## src/rtl/read_rect_pkg.sv

```systemverilog
// Shared constants and state encoding for the rectangle read-back scanner
// and the raster counter it shares with the drawing path.
package read_rect_pkg;
  localparam int COORD_W    = 8;
  localparam int COUNT_W    = 16;
  localparam int RD_LATENCY = 1;

  typedef enum logic [1:0] {
    IDLE  = 2'd0,
    SCAN  = 2'd1,
    DRAIN = 2'd2,
    DONE  = 2'd3
  } state_t;
endpackage

```

## src/rtl/read_rect_if.sv

```systemverilog
// Request/result handshake plus frame-buffer read port of the scanner.
// slave is the scanner side, master is the requester / frame-buffer side.
interface read_rect_if
  import read_rect_pkg::*;
#(
  parameter int COLOUR_W = 3
);
  logic                start;
  logic [COORD_W-1:0]  start_x;
  logic [COORD_W-1:0]  start_y;
  logic [COORD_W-1:0]  width;
  logic [COORD_W-1:0]  height;
  logic [COLOUR_W-1:0] target_colour;
  logic                rd_en;
  logic [COORD_W-1:0]  rd_x;
  logic [COORD_W-1:0]  rd_y;
  logic [COLOUR_W-1:0] rd_data;
  logic                busy;
  logic                done;
  logic                hit;
  logic [COUNT_W-1:0]  match_count;

  modport slave (
    input  start, start_x, start_y, width, height, target_colour, rd_data,
    output rd_en, rd_x, rd_y, busy, done, hit, match_count
  );

  modport master (
    output start, start_x, start_y, width, height, target_colour, rd_data,
    input  rd_en, rd_x, rd_y, busy, done, hit, match_count
  );
endinterface

```

## src/rtl/rect_raster_counter.sv

```systemverilog
// Raster-order dx/dy offset counter over a w x h rectangle, x fastest.
// last flags the final pixel; w or h of zero must be handled by the caller.
module rect_raster_counter
  import read_rect_pkg::*;
(
  input  logic               clk,
  input  logic               reset,
  input  logic               load,
  input  logic               en,
  input  logic [COORD_W-1:0] w_in,
  input  logic [COORD_W-1:0] h_in,
  output logic [COORD_W-1:0] dx,
  output logic [COORD_W-1:0] dy,
  output logic               last
);
  logic [COORD_W-1:0] w_q;
  logic [COORD_W-1:0] h_q;
  logic               row_end;

  assign row_end = (dx == w_q - COORD_W'(1));
  assign last    = row_end && (dy == h_q - COORD_W'(1));

  always_ff @(posedge clk or posedge reset) begin
    if (reset) begin
      dx  <= '0;
      dy  <= '0;
      w_q <= '0;
      h_q <= '0;
    end else if (load) begin
      dx  <= '0;
      dy  <= '0;
      w_q <= w_in;
      h_q <= h_in;
    end else if (en) begin
      if (row_end) begin
        dx <= '0;
        dy <= dy + COORD_W'(1);
      end else begin
        dx <= dx + COORD_W'(1);
      end
    end
  end
endmodule

```

## src/rtl/read_rect.sv

```systemverilog
// Rectangle read-back scanner: issues one frame-buffer read per cycle in
// raster order and counts pixels equal to a latched target colour.
module read_rect
  import read_rect_pkg::*;
#(
  parameter int COLOUR_W = 3
)(
  input  logic      clk,
  input  logic      reset,
  read_rect_if.slave bus
);
  state_t              state, state_nx;
  logic                accept;
  logic                empty;
  logic                last;
  logic [COORD_W-1:0]  dx, dy;
  logic [COORD_W-1:0]  sx_q, sy_q;
  logic [COLOUR_W-1:0] tgt_q;
  logic [RD_LATENCY-1:0] vld_p1;
  logic                match;
  logic                hit_q;
  logic [COUNT_W-1:0]  count_q;
  logic                rd_en;

  assign accept = (state == IDLE) && bus.start;
  assign empty  = (bus.width == '0) || (bus.height == '0);

  rect_raster_counter u_cnt (
    .clk   (clk),
    .reset (reset),
    .load  (accept),
    .en    (state == SCAN),
    .w_in  (bus.width),
    .h_in  (bus.height),
    .dx    (dx),
    .dy    (dy),
    .last  (last)
  );

  always_ff @(posedge clk or posedge reset) begin
    if (reset) state <= IDLE;
    else       state <= state_nx;
  end

  always_comb begin
    state_nx = state;
    case (state)
      IDLE:    if (accept) state_nx = empty ? DONE : SCAN;
      SCAN:    if (last) state_nx = DRAIN;
      DRAIN:   state_nx = DONE;
      DONE:    state_nx = IDLE;
      default: state_nx = IDLE;
    endcase
  end

  always_comb begin
    rd_en    = (state == SCAN);
    bus.busy = (state == SCAN) || (state == DRAIN);
    bus.done = (state == DONE);
    bus.rd_x = rd_en ? sx_q + dx : '0;
    bus.rd_y = rd_en ? sy_q + dy : '0;
  end
  assign bus.rd_en = rd_en;

  // Operand latch: the scan only ever sees the values captured at start.
  always_ff @(posedge clk) begin
    if (accept) begin
      sx_q  <= bus.start_x;
      sy_q  <= bus.start_y;
      tgt_q <= bus.target_colour;
    end
  end

  // Stage p1: read data returns RD_LATENCY cycles after its request.
  always_ff @(posedge clk or posedge reset) begin
    if (reset) begin
      vld_p1 <= '0;
    end else begin
      vld_p1[0] <= rd_en;
      for (int i = 1; i < RD_LATENCY; i++) vld_p1[i] <= vld_p1[i-1];
    end
  end

  assign match = vld_p1[RD_LATENCY-1] && (bus.rd_data == tgt_q);

  always_ff @(posedge clk or posedge reset) begin
    if (reset) begin
      hit_q   <= 1'b0;
      count_q <= '0;
    end else if (accept) begin
      hit_q   <= 1'b0;
      count_q <= '0;
    end else if (match) begin
      hit_q   <= 1'b1;
      count_q <= count_q + COUNT_W'(1);
    end
  end

  assign bus.hit         = hit_q;
  assign bus.match_count = count_q;
endmodule
```

## src/flat_wrapper.sv

```systemverilog
// flat-port wrapper written by rule: the top's interface ports become plain ports
module read_rect_flat import read_rect_pkg::*;
#(
  parameter int COLOUR_W = 3
)
  (clk, reset, bus_start, bus_start_x, bus_start_y, bus_width, bus_height, bus_target_colour, bus_rd_data, bus_rd_en, bus_rd_x, bus_rd_y, bus_busy, bus_done, bus_hit, bus_match_count);
  read_rect_if #(.COLOUR_W(COLOUR_W)) bus_i ();
  input  logic clk;
  input  logic reset;
  input wire logic [$bits(bus_i.start)-1:0] bus_start;
  input wire logic [$bits(bus_i.start_x)-1:0] bus_start_x;
  input wire logic [$bits(bus_i.start_y)-1:0] bus_start_y;
  input wire logic [$bits(bus_i.width)-1:0] bus_width;
  input wire logic [$bits(bus_i.height)-1:0] bus_height;
  input wire logic [$bits(bus_i.target_colour)-1:0] bus_target_colour;
  input wire logic [$bits(bus_i.rd_data)-1:0] bus_rd_data;
  output wire logic [$bits(bus_i.rd_en)-1:0] bus_rd_en;
  output wire logic [$bits(bus_i.rd_x)-1:0] bus_rd_x;
  output wire logic [$bits(bus_i.rd_y)-1:0] bus_rd_y;
  output wire logic [$bits(bus_i.busy)-1:0] bus_busy;
  output wire logic [$bits(bus_i.done)-1:0] bus_done;
  output wire logic [$bits(bus_i.hit)-1:0] bus_hit;
  output wire logic [$bits(bus_i.match_count)-1:0] bus_match_count;
  assign bus_i.start = bus_start;
  assign bus_i.start_x = bus_start_x;
  assign bus_i.start_y = bus_start_y;
  assign bus_i.width = bus_width;
  assign bus_i.height = bus_height;
  assign bus_i.target_colour = bus_target_colour;
  assign bus_i.rd_data = bus_rd_data;
  assign bus_rd_en = bus_i.rd_en;
  assign bus_rd_x = bus_i.rd_x;
  assign bus_rd_y = bus_i.rd_y;
  assign bus_busy = bus_i.busy;
  assign bus_done = bus_i.done;
  assign bus_hit = bus_i.hit;
  assign bus_match_count = bus_i.match_count;
  read_rect #(.COLOUR_W(COLOUR_W)) u_core (.clk(clk), .reset(reset), .bus(bus_i));
endmodule
```

## config.mk

```make
export PLATFORM = sky130hd
export DESIGN_NAME = read_rect_flat
export DESIGN_NICKNAME = d
export VERILOG_FILES = /design/src/rtl/read_rect_pkg.sv /design/src/rtl/read_rect_if.sv /design/src/rtl/rect_raster_counter.sv /design/src/rtl/read_rect.sv /design/src/flat_wrapper.sv
export SDC_FILE = /design/constraint.sdc
export NUM_CORES = 1
export LEC_CHECK = 0
export CORE_ASPECT_RATIO = 1.1
export CORE_MARGIN = 3
export CORE_UTILIZATION = 53
export DETAILED_ROUTE_END_ITERATION = 7
export GPL_TIMING_DRIVEN = 0
export PLACE_DENSITY = 0.84
export SYNTH_ARGS = -nofsm -noshare
export SYNTH_HDL_FRONTEND = slang
export SYNTH_SLANG_ARGS = --single-unit
```

## constraint.sdc

```tcl
create_clock -name clk -period 3.1 [get_ports clk]
set_clock_uncertainty 0.1 [all_clocks]
set_input_delay 0.775 -clock clk [delete_from_list [all_inputs] [get_ports clk]]
set_output_delay 0.775 -clock clk [all_outputs]
set_load 0.05 [all_outputs]
```

Yosys cells after proc, flatten, opt, wreduce, memory -nomap -nowiden

Cells that the tools add are included.

Input port bits: 41
Output and inout bits: 36
Bits in registers: 71

Reduce and logical (&&, ||, !) cells: 13
Mux-type cells: 16
Eq/ne operators: 8
$add $sub $neg: 7

Operators with widths:

| cell                                                | count |
|---|---|
| two-way mux 8 bit                                   | 8 |
| two-way mux 16 bit                                  | 2 |
| adder 16 x 1 -> 16 bit, second input constant       | 1 |
| adder 8 x 1 -> 8 bit, second input constant         | 2 |
| adder 8 bit                                         | 2 |
| equality test 8 bit                                 | 2 |
| zero test 8 bit                                     | 2 |
| subtractor 8 x 1 -> 8 bit, second input constant    | 2 |
| one-hot mux 2 bit (4 select lines)                  | 1 |
| two-way mux 2 bit                                   | 3 |
| nonzero test 2 bit                                  | 3 |
| equality test 2 bit, second input constant          | 2 |
| != test 2 x 1 -> 1 bit, second input constant       | 2 |
| AND reduction 2 bit                                 | 2 |
| equality test 3 bit                                 | 1 |
| logical AND 1 bit                                   | 3 |
| equality test 2 x 1 -> 1 bit, second input constant | 1 |
| zero test 2 bit                                     | 1 |
| logical OR 1 bit                                    | 2 |
| two-way mux 1 bit                                   | 2 |

Longest topological paths before layout

Depth after elaboration: 5
Mapped depth: 10

By module

A second synthesis with hierarchy kept.

Cell total of the unflattened synthesis: 425
Area, all modules: 4317.9 µm²

By module, submodules not included:

| module              | seq. area each (µm²) | area each (µm²) | cells an instance | instances |
|---|---|---|---|---|
| read_rect           | 1071.0               | 2383.5          | 228               | 1 |
| rect_raster_counter | 800.8                | 1934.4          | 197               | 1 |

Worst setup path before layout

No wires, ideal clock.

Kind: reg2out
From: register u_core.u_cnt.dx[1]
To: output bus_rd_x[7]
Required time: 2.225 ns
Stages on the path, launching flop included: 8
Arrival time: 2.502 ns
Setup slack: -0.277 ns
Cells stage by stage: dfrtp_1 > ha_1 > a21o_1 > a21oi_1 > o21bai_1 > a2111oi_0 > o21ai_0 > a21oi_1

Word-level cells in the longest chain between the ends: 2

Ends and longest elaborated chain:

| element                | line                      | text |
|---|---|---|
| start, declared        | rect_raster_counter.sv:12 | `output logic [COORD_W-1:0] dx,` |
| start signal, assigned | rect_raster_counter.sv:39 | `dx <= dx + COORD_W'(1);` |
| adder 8 bit            | read_rect.sv:60           | `bus.rd_x = rd_en ? sx_q + dx : '0;` |
| two-way mux 8 bit      | read_rect.sv:60           |  |
| end, declared          | flat_wrapper.sv:18        | `output wire logic [$bits(bus_i.rd_x)-1:0] bus_rd_x;` |

No other way between the ends.

Worst setup path after layout

Ends and elaborated chain as after synthesis.

==> flow_summary.json <==
{
  "worstSetupEndpoint": "bus_rd_x[7]",
  "hold_path.class": "flop to flop",
  "synth.avg_cell_area_um2": 9.84,
  "antenna_left": 0,
  "firstDrtPassIters": 5,
  "ctsHoldBuffers": 0,
  "clock_path_buffers": 2,
  "cts.htree.levels": 3,
  "ys_ff_latch": 71,
  "antenna_found_initial": 0,
  "seq_area_um2": 1880,
  "drt_iter0_drc": 178,
  "grt_use_total": 0.240,
  "crit_fanout": 3,
  "die_w_um": 90.9,
  "critPathArrivalTime_ns": 2.40,
  "cts.clk_slew.worst_paths_ns": 0.08,
  "insertion_delay_ns": 0.34,
  "cp-start-kind": "flop",
  "io_buffers": 76,
  "fin_cells": 640,
  "grt_pass1_vias": 3740,
  "peakVddDrop_mv": 0.499,
  "gp_congestion": 0.875,
  "criticalPathCategory": "flop to output port",
  "dieArea_um2": 9030,
  "slew_violations": 0,
  "final_hold_viol_count": 0,
  "min_period_over_period": 1.06,
  "r2r_cells": 10,
  "io_pins": 77,
  "fmax_mhz": 305,
  "synth_area_um2": 4200,
  "crit-reg2reg-launch": "u_core.u_cnt.w_q[0]",
  "finalSetupViolations": 4,
  "die-height_um": 99.4,
  "layout_commonest_cell": "clkdlybuf4s50_1",
  "synth_edf_count": 19,
  "num_vias": 3590,
  "status": "finished with violations",
  "cts-root-buf": "clkbuf_8",
  "antennaDiodeCount": 0,
  "leakage_nw": 2.29,
  "fin_ws_ns": -0.177,
  "rows": 33,
  "yosys_warnings": 0,
  "synthFlopType": "dfrtp_1",
  "numCtsBuffers": 9,
  "slew-limit-headroom": 0.589,
  "dp_cells": 609,
  "routed_via_density": 5.61,
  "area_growth_pct": 31.5,
  "power.density_nw_per_um2": 387,
  "grt_pass1_wl_um": 17500,
  "cts.sinks": 71,
  "max-cap-violations": 0,
  "coreArea_um2": 7600,
  "grt_overflow": 0,
  "fillers": 593,
  "multi_input_area_um2": 2300,
  "cp-startpoint": "u_core.u_cnt.dx[1]",
  "period_needed_ns": 3.28,
  "rsz0062_at_grt": "yes",
  "r2r_setup_slack_ns": 0.33,
  "ys_types": 58,
  "drc": 0,
  "start_util": 0.553,
  "p_total_mw": 2.14,
  "r2r-end": "u_core.u_cnt.dy[2]",
  "ys_seq_area_frac": 0.446,
  "drive_above_1_share": 0.161,
  "synthesis.nets": 494,
  "tritoncts": "done",
  "post_drt_wl_per_cell_um": 16.6,
  "failed_checks": "negative setup slack",
  "final_util": 0.727,
  "async_flop_share": 0.732,
  "dpl.hpwl_um": 7360,
  "fin_nets": 597,
  "grt_max_degree": 45,
  "drt-total-wl_um": 10700,
  "cp.required_ns": 2.22,
  "place_ws_ns": -0.805,
  "syn_inst": 427,
  "final_cell_mix": "clkdlybuf4s50_1 (60), nand2_1 (53), dfrtp_1 (47), nor2_1 (30), xnor2_1 (26)",
  "endpoint_kind": "output port",
  "worst_pin_slew_ns": 0.616
}
==> cell families (layout without fill, tap and decap cells) <==
family / Yosys count / in the layout / share of synthesized area
XOR/XNOR: 44 / 44 / 0.0917
adder cells (fa/ha/maj): 26 / 26 / 0.0810
AND/OR/NAND/NOR: 165 / 165 / 0.204
AO/OA/AOI/OAI: 84 / 84 / 0.133
buffers and inverters: 31 / 139 / 0.0298
multiplexers: 6 / 6 / 0.0146
flip-flops: 71 / 71 / 0.446
==> worst min-delay path by stage <==
stage / start / to / depth (start not counted)
global placement: u_core.u_cnt.h_q[7] / u_core.u_cnt.h_q[7] / 2
finish: u_core.u_cnt.h_q[7] / u_core.u_cnt.h_q[7] / 2
global route: u_core.u_cnt.w_q[7] / u_core.u_cnt.w_q[7] / 2
detailed placement: u_core.u_cnt.h_q[7] / u_core.u_cnt.h_q[7] / 2
floorplan: u_core.u_cnt.h_q[7] / u_core.u_cnt.h_q[7] / 2
CTS: u_core.u_cnt.h_q[7] / u_core.u_cnt.h_q[7] / 2
==> metal layers <==
| layer | part of all wire | up-vias | global-route usage |
|---|---|---|---|
| li1 | - | 1731 | - |
| met1 | 0.41 | 1769 | 0.277 |
| met2 | 0.55 | 82 | 0.455 |
| met3 | 0.038 | 8 | 0.0484 |
| met4 | 0.0074 | 0 | 0.0638 |
| met5 | 0 | - | 0 |
==> layout make-up <==
| cell class | instances | area share |
|---|---|---|
| multi-input cells | 325 | 0.416 |
| clock inverters | 5 | 0.0129 |
| flip-flops and latches | 71 | 0.340 |
| well taps | 105 | 0.0238 |
| repair buffers | 93 | 0.159 |
| clock buffers | 11 | 0.0256 |
| plain buffers | 12 | 0.0104 |
| inverters | 18 | 0.0122 |
==> timing repair <==
action,CTS,global route
buffers inserted,4,13
endpoints found under the setup margin,16,13
pin swaps,15,16
resized for setup,90,18
==> worst max-delay path: stages (launching register included) <==
cell,delay (ns)
dfrtp_2,0.45
ha_4,0.24
a21o_1,0.20
a21oi_2,0.15
o21bai_1,0.12
a2111oi_2,0.40
o21ai_1,0.14
a21oi_2,0.18
buf_6,0.18
==> per-stage QoR <==
stage	hold slack [ns]	TNS [ns]	cell area, um^2
6_report	0.400	-0.491	5530
5_1_grt	0.439	-1.01	5530
4_1_cts	0.407	-0.405	5400
3_5_place_dp	0.387	-4.90	5120
3_3_place_gp	0.382	-18.76	5100
2_1_floorplan	0.365	-0.0622	4210
==> synth_stat cells, types with 2 or more instances <==
cell type,instances,share of area
a31oi_1,4,0.0060
or2_2,3,0.0045
and3_1,2,0.0030
a21oi_1,26,0.031
a211o_1,2,0.0042
inv_1,18,0.016
and4_1,3,0.0063
o31ai_1,5,0.0089
or4_1,5,0.0089
a2111oi_0,3,0.0063
nand3_1,15,0.018
edfxtp_1,19,0.14
nor4_1,7,0.010
o21ai_0,18,0.021
buf_1,2,0.0018
nor3_1,8,0.0095
o21bai_1,4,0.0071
ha_1,24,0.071
nor3_2,2,0.0048
nand4b_1,2,0.0042
nor2_1,32,0.029
and2_1,5,0.0074
a21o_1,4,0.0071
nor2b_1,4,0.0060
xnor2_1,27,0.056
xor2_1,17,0.035
fa_1,2,0.0095
mux2i_1,5,0.012
clkbuf_1,9,0.0080
o21a_1,2,0.0036
a22o_1,4,0.0083
a31o_2,2,0.0042
nand4_1,6,0.0089
dfrtp_1,52,0.31
or3_1,9,0.013
nand2_1,53,0.047
==> power breakdown <==
group / total, mW / switching (mW) / internal [mW] / leakage, nW
Combinational: 0.289 / 0.167 / 0.122 / 1.39
Sequential: 1.03 / 0.0424 / 0.989 / 0.799
Clock: 0.817 / 0.349 / 0.468 / 0.106
Total: 2.14 / 0.558 / 1.58 / 2.29
==> registers in the layout, summed over array words and instances, names as in the netlist <==
register	cells
u_core.u_cnt.h_q	8
u_core.bus.hit	1
u_core.bus.match_count	16
u_core.u_cnt.dx	8
u_core.state	2
u_core.tgt_q	3
u_core.sx_q	8
u_core.u_cnt.dy	8
u_core.sy_q	8
u_core.vld_p1	1
u_core.u_cnt.w_q	8
No activity file was read; power rests on OpenSTA's default activity.
